===== src/rtl/bit_diff_sched.sv =====
// Round-robin scheduler sharing one iterative bit-difference engine among NUM_REQ requesters.
// Each job is granted, issued to the engine, then its tagged result is held on a valid/ready port.
module bit_diff_sched #(
  parameter int unsigned DATA_WIDTH = 32,
  parameter int unsigned NUM_REQ    = 4,
  parameter int unsigned TIMEOUT    = 256,
  localparam int unsigned RES_W     = $clog2(2 * DATA_WIDTH + 1),
  localparam int unsigned ID_W      = $clog2(NUM_REQ)
) (
  input  logic                                clk,
  input  logic                                rst,
  input  logic [NUM_REQ-1:0]                  req_valid,
  input  logic [NUM_REQ-1:0][DATA_WIDTH-1:0]  req_data,
  output logic [NUM_REQ-1:0]                  req_ready,
  output logic                                eng_go,
  output logic [DATA_WIDTH-1:0]               eng_data,
  input  logic                                eng_done,
  input  logic [RES_W-1:0]                    eng_result,
  output logic                                out_valid,
  input  logic                                out_ready,
  output logic [RES_W-1:0]                    out_result,
  output logic [ID_W-1:0]                     out_id,
  output logic [31:0]                         job_count,
  output logic                                timeout_err
);

  localparam int unsigned CntW = $clog2(TIMEOUT);

  typedef enum logic [2:0] {StIdle, StIssue, StArm, StWait, StHold} state_e;

  state_e                  state_q, state_d;
  logic [ID_W-1:0]         rr_ptr_q;
  logic [ID_W-1:0]         cur_id_q;
  logic [DATA_WIDTH-1:0]   eng_data_q;
  logic [CntW-1:0]         wait_cnt_q;
  logic                    out_valid_q;
  logic [RES_W-1:0]        out_result_q;
  logic [ID_W-1:0]         out_id_q;
  logic [31:0]             job_count_q;
  logic                    timeout_err_q;

  logic                    gnt_found;
  logic [ID_W-1:0]         gnt_idx;
  logic                    grant;
  logic                    done_hit;
  logic                    to_hit;
  logic                    accept;

  // Search rr_ptr+1, rr_ptr+2, ... ; walking the offsets downward lets the nearest one win.
  always_comb begin
    int unsigned     cand;
    logic [ID_W-1:0] cand_id;
    gnt_found = 1'b0;
    gnt_idx   = '0;
    for (int unsigned off = NUM_REQ; off >= 1; off--) begin
      cand    = (32'(rr_ptr_q) + off) % NUM_REQ;
      cand_id = ID_W'(cand);
      if (req_valid[cand_id]) begin
        gnt_found = 1'b1;
        gnt_idx   = cand_id;
      end
    end
  end

  assign grant     = (state_q == StIdle) && !out_valid_q && gnt_found;
  assign req_ready = grant ? (NUM_REQ'(1) << gnt_idx) : '0;

  always_comb begin
    state_d  = state_q;
    done_hit = 1'b0;
    to_hit   = 1'b0;
    accept   = 1'b0;
    unique case (state_q)
      StIdle:  if (grant) state_d = StIssue;
      StIssue: state_d = StArm;
      // Bubble so the engine can drop the done level left over from the previous job.
      StArm:   state_d = StWait;
      StWait: begin
        if (eng_done) begin
          done_hit = 1'b1;
          state_d  = StHold;
        end else if (wait_cnt_q == CntW'(TIMEOUT - 1)) begin
          to_hit  = 1'b1;
          state_d = StIdle;
        end
      end
      StHold: begin
        if (out_valid_q && out_ready) begin
          accept  = 1'b1;
          state_d = StIdle;
        end
      end
      default: state_d = StIdle;
    endcase
  end

  always_ff @(posedge clk) begin
    if (rst) begin
      state_q       <= StIdle;
      rr_ptr_q      <= ID_W'(NUM_REQ - 1);
      cur_id_q      <= '0;
      eng_data_q    <= '0;
      wait_cnt_q    <= '0;
      out_valid_q   <= 1'b0;
      out_result_q  <= '0;
      out_id_q      <= '0;
      job_count_q   <= '0;
      timeout_err_q <= 1'b0;
    end else begin
      state_q <= state_d;
      if (grant) begin
        eng_data_q <= req_data[gnt_idx];
        cur_id_q   <= gnt_idx;
        rr_ptr_q   <= gnt_idx;
      end
      if (state_q == StWait) begin
        wait_cnt_q <= wait_cnt_q + CntW'(1);
      end else begin
        wait_cnt_q <= '0;
      end
      if (done_hit) begin
        out_valid_q  <= 1'b1;
        out_result_q <= eng_result;
        out_id_q     <= cur_id_q;
        job_count_q  <= job_count_q + 32'd1;
      end
      if (accept) begin
        out_valid_q <= 1'b0;
      end
      if (to_hit) begin
        timeout_err_q <= 1'b1;
      end
    end
  end

  assign eng_go      = (state_q == StIssue);
  assign eng_data    = eng_data_q;
  assign out_valid   = out_valid_q;
  assign out_result  = out_result_q;
  assign out_id      = out_id_q;
  assign job_count   = job_count_q;
  assign timeout_err = timeout_err_q;

endmodule

===== config.mk =====
export PLATFORM = sky130hd
export DESIGN_NAME = bit_diff_sched
export DESIGN_NICKNAME = d
export VERILOG_FILES = /design/src/rtl/bit_diff_sched.sv
export SDC_FILE = /design/constraint.sdc
export NUM_CORES = 1
export LEC_CHECK = 0
export ABC_AREA = 1
export CORE_MARGIN = 2
export CORE_UTILIZATION = 41
export CTS_CLUSTER_DIAMETER = 80
export DETAILED_ROUTE_END_ITERATION = 8
export PLACE_DENSITY_LB_ADDON = 0.12
export SYNTH_ARGS = -nofsm -noshare
export SYNTH_HDL_FRONTEND = slang
export SYNTH_SLANG_ARGS = --single-unit
export TNS_END_PERCENT = 10

===== constraint.sdc =====
create_clock -name clk -period 1.65 [get_ports clk]
set_input_delay 0.2475 -clock clk [delete_from_list [all_inputs] [get_ports clk]]
set_output_delay 0.2475 -clock clk [all_outputs]
set_load 0.01 [all_outputs]

==> flow_summary.ini <==
[layout]
fin_nets = 1425
drive_gt1_share_pct = 16.34
area_delta_synth_final_pct = 62.67
antennaDiodeCount = 0
postLayoutCellArea_sq_um = 9717

[pwr]
switching_power_mw = 6.807
power.share.sequential_pct = 18.4
power.internal_mw = 8.597
power.total_mw = 15.40
power_frac_comb_pct = 65.8
swShare_pct = 44.19
ir_drop_uv = 1350
leakagePower_nw = 4.817
p_clk_share_pct = 15.7
p_per_area_nw_per_um2 = 1585

[route]
drcViolationCount = 0
vias = 7102
wl_per_cell_microns = 13.04
wl_mm = 19.15
drt_first_pass_iters = 4
vias_per_cell = 4.835
drtAntennaViolNets = 0
drtIter0Drc = 363

[clocking]
cts_root_buf = clkbuf_16
worstSkewPairLatency_ns = 0.35
cts_hold_buf = 0
clock-sinks = 90
htree_levels = 3
tritoncts = built
cts_buffer_depth = 2
numCtsBuffers = 9
clkSlewWorstSetupHoldPaths_ns = 0.06

[yosys]
yosys_warnings = 0
yosys-top-cells-area = dfxtp_1, nand3_1, inv_1, nand2_1, nor2_1
synth_area_leader_cell = dfxtp_1
synth_edf_count = 0
syn-num-nets = 1144
dominantRegCellSynth = dfxtp_1
async_flop_share_pct = 0
synthDistinctLibCells = 39
yosysTopAreaCellShare_pct = 30.16
syn-mean-instance-area_sq_um = 5.979
synthesis.area_sq_um = 5973
synth_seq_area_share_pct = 30.16
ys_ff_latch = 90
synthCells = 999

[grt]
antenna_found_initial = 0
grt_pass1_vias = 6661
grt_max_degree = 46
grt_usage_pct = 24.13
grt_pass1_wl_mm = 31.34
grt-ovfl-total = 0

[timing]
hold_viol_final = 0
max_clock_freq_mhz = 467.4
max-slew-margin-rel_pct = 69.60
setup_slack_ns = -0.4895
fin_skew_ns = 0.008485
finalSetupViolCount = 38
slew_violations = 0
period_needed_ns = 2.140
whs_ns = 0.2379
tightest_slew_ns = 0.4555
fin_crit_sh_pct = 129.7
tns_ns = -12.51
grt_setup_unrepaired = yes

[setup_path]
critPathMaxStageDelay_ns = 0.38
worstSetupStartpointType = register
rr_worst_depth = 16
crit_required_ns = 1.40
rrSetupSlack_ns = -0.36
critPathCaptureType = primary output
critical_path.cell_chain = buf_12, inv_12, nand2_4, nand2_4, nand2_4, nand2_4, nor2_1, nand2_1, nand2_2, inv_4, buf_8, nor2_4, buf_6
cpMostUsedCell = nand2_4
cp_top_family = simple AND/OR/NAND/NOR gates
crit_buf_inv = 5
worst_ep_arrival_time_ns = 1.89
crit_type = reg2out
critical_path.max_fanout = 6
r2r_start = rr_ptr_q[0]
rr_endpoint = eng_data[9]
cp_slowest_cell = dfxtp_4

[outcome]
status = complete, but fails checks
violations = negative setup slack

[placed_design]
gpl.final_weighted_congestion = 0.8769
io_buffers = 222
dp_hpwl_mm = 13.93
placed_area_sq_um = 8892
dp_worst_setup_slack_ns = -0.7926

[hold_path]
worstHoldStart = rst
hold-path-cell-count = 4
hold_end = wait_cnt_q[5]
hp-class = in2reg

[die]
fp.dieH_microns = 124.7
fp-row-count = 44
coreArea_sq_um = 14370
fp.dieW_microns = 124.7
dieArea_sq_um = 15550
initial_core_util_pct = 41.57
io_pins = 223

[job]
drv_cap = 0
-- state kept, by name (all words and copies together), names as in the netlist --
register / count
rr_ptr_q: 2
out_result: 7
job_count: 32
eng_data: 32
timeout_err: 1
cur_id_q: 2
state_q: 3
wait_cnt_q: 8
out_valid: 1
out_id: 2
-- synthesized netlist by cell type, types with 2 or more instances --
| cell | count |
|---|---|
| inv_1 | 211 |
| buf_4 | 6 |
| o21a_1 | 3 |
| o21ai_1 | 2 |
| o211ai_1 | 3 |
| clkbuf_1 | 13 |
| xor2_1 | 10 |
| a21oi_1 | 27 |
| nor3_4 | 2 |
| dfxtp_1 | 90 |
| nor2_1 | 137 |
| nand2_1 | 157 |
| nand3_2 | 2 |
| nand2_2 | 9 |
| buf_6 | 8 |
| nor3b_1 | 3 |
| nand3_1 | 215 |
| xnor2_1 | 4 |
| ha_1 | 2 |
| inv_2 | 4 |
| nor3_1 | 27 |
| o21ai_0 | 21 |
| nand4_1 | 8 |
| buf_2 | 20 |
-- cell families after synthesis --
logic type | after synthesis | share of synthesized area (%)
compound gates | 60 | 5.467
xor+xnor | 14 | 2.053
fa+ha+maj | 2 | 0.4189
buf+inv | 266 | 19.02
flops | 90 | 30.16
simple gates | 567 | 42.88
-- power groups by stage --
stage	Sequential, mW	Clock [mW]	Combinational (mW)
after floorplan	3.01	0	6.15
after global placement	2.87	0	8.96
after detailed placement	2.88	0	9.02
after CTS	2.85	2.47	9.70
after global routing	2.89	2.56	11.2
final	2.84	2.42	10.1
-- what timing repair did --
action	CTS	global route
resized for setup	65	60
endpoints found under the setup margin	54	75
gates cloned	1	0
buffers inserted	7	4
pin swaps	15	21
-- per-layer routing --
layer	GRT usage [%]	wire, microns	vias to the layer above
met5	0	0	-
met4	7.403	348	0
met3	6.057	1475	22
met2	40.18	9036	225
met1	30.74	8293	3191
li1	-	-	3664
-- cell type report --
cell class	instances	area, sq um
fillers	1301	4652
multi-input cells	643	3385
repair buffers	320	3102
flip-flops and latches	90	1823
inverters	216	830.8
well taps	184	230.2
clock buffers	9	225.2
clock inverters	7	121.4
-- stage by stage --
step	utilization [%]	cells
global placement	61.89	1442
floorplan	-	999
detailed placement	61.89	1442
global route	67.62	1469
finish	67.62	1469
CTS	65.94	1465
-- layout by cell type (no fill, tap or decap), types with 3 or more instances in the layout --
| cell type | synthesis | layout |
|---|---|---|
| a21oi_1 | 27 | 27 |
| buf_12 | 1 | 6 |
| buf_4 | 6 | 81 |
| buf_6 | 8 | 9 |
| buf_8 | 1 | 4 |
| bufinv_16 | 0 | 3 |
| clkbuf_16 | 0 | 9 |
| clkdlybuf4s50_1 | 0 | 210 |
| dfxtp_1 | 90 | 79 |
| dfxtp_2 | 0 | 8 |
| dfxtp_4 | 0 | 3 |
| dlygate4sd2_1 | 0 | 4 |
| dlymetal6s2s_1 | 0 | 3 |
| inv_1 | 211 | 207 |
| inv_2 | 4 | 5 |
| inv_4 | 1 | 4 |
| nand2_1 | 157 | 138 |
| nand2_2 | 9 | 10 |
| nand2_4 | 1 | 19 |
| nand3_1 | 215 | 209 |
| nand3_2 | 2 | 6 |
| nand4_1 | 8 | 8 |
| nor2_1 | 137 | 126 |
| nor2_2 | 0 | 6 |
| nor2_4 | 1 | 6 |
| nor3_1 | 27 | 17 |
| nor3_2 | 1 | 10 |
| nor3_4 | 2 | 3 |
| o211ai_1 | 3 | 3 |
| o21a_1 | 3 | 3 |
| o21ai_0 | 21 | 18 |
| o21ai_1 | 2 | 4 |
| xnor2_1 | 4 | 3 |
| xor2_1 | 10 | 10 |
-- worst max-delay path by stage --
stage	from	slack [ns]	cells past startpoint	endpoint
finish	rr_ptr_q[0]	-0.49	13	req_ready[1]
detailed placement	req_valid[1]	-0.79	12	req_ready[0]
global route	rr_ptr_q[0]	-0.55	13	req_ready[1]
CTS	rr_ptr_q[0]	-0.45	12	req_ready[2]
floorplan	job_count[0]	-0.03	8	job_count[20]
global placement	req_valid[1]	-0.76	12	req_ready[0]
-- worst min-delay path, stage by stage --
cell,delay [ns]
buf_2,0.11
nor2_1,0.08
nand2_1,0.07
nor2_1,0.03
No activity file was read; power rests on OpenSTA's default activity.
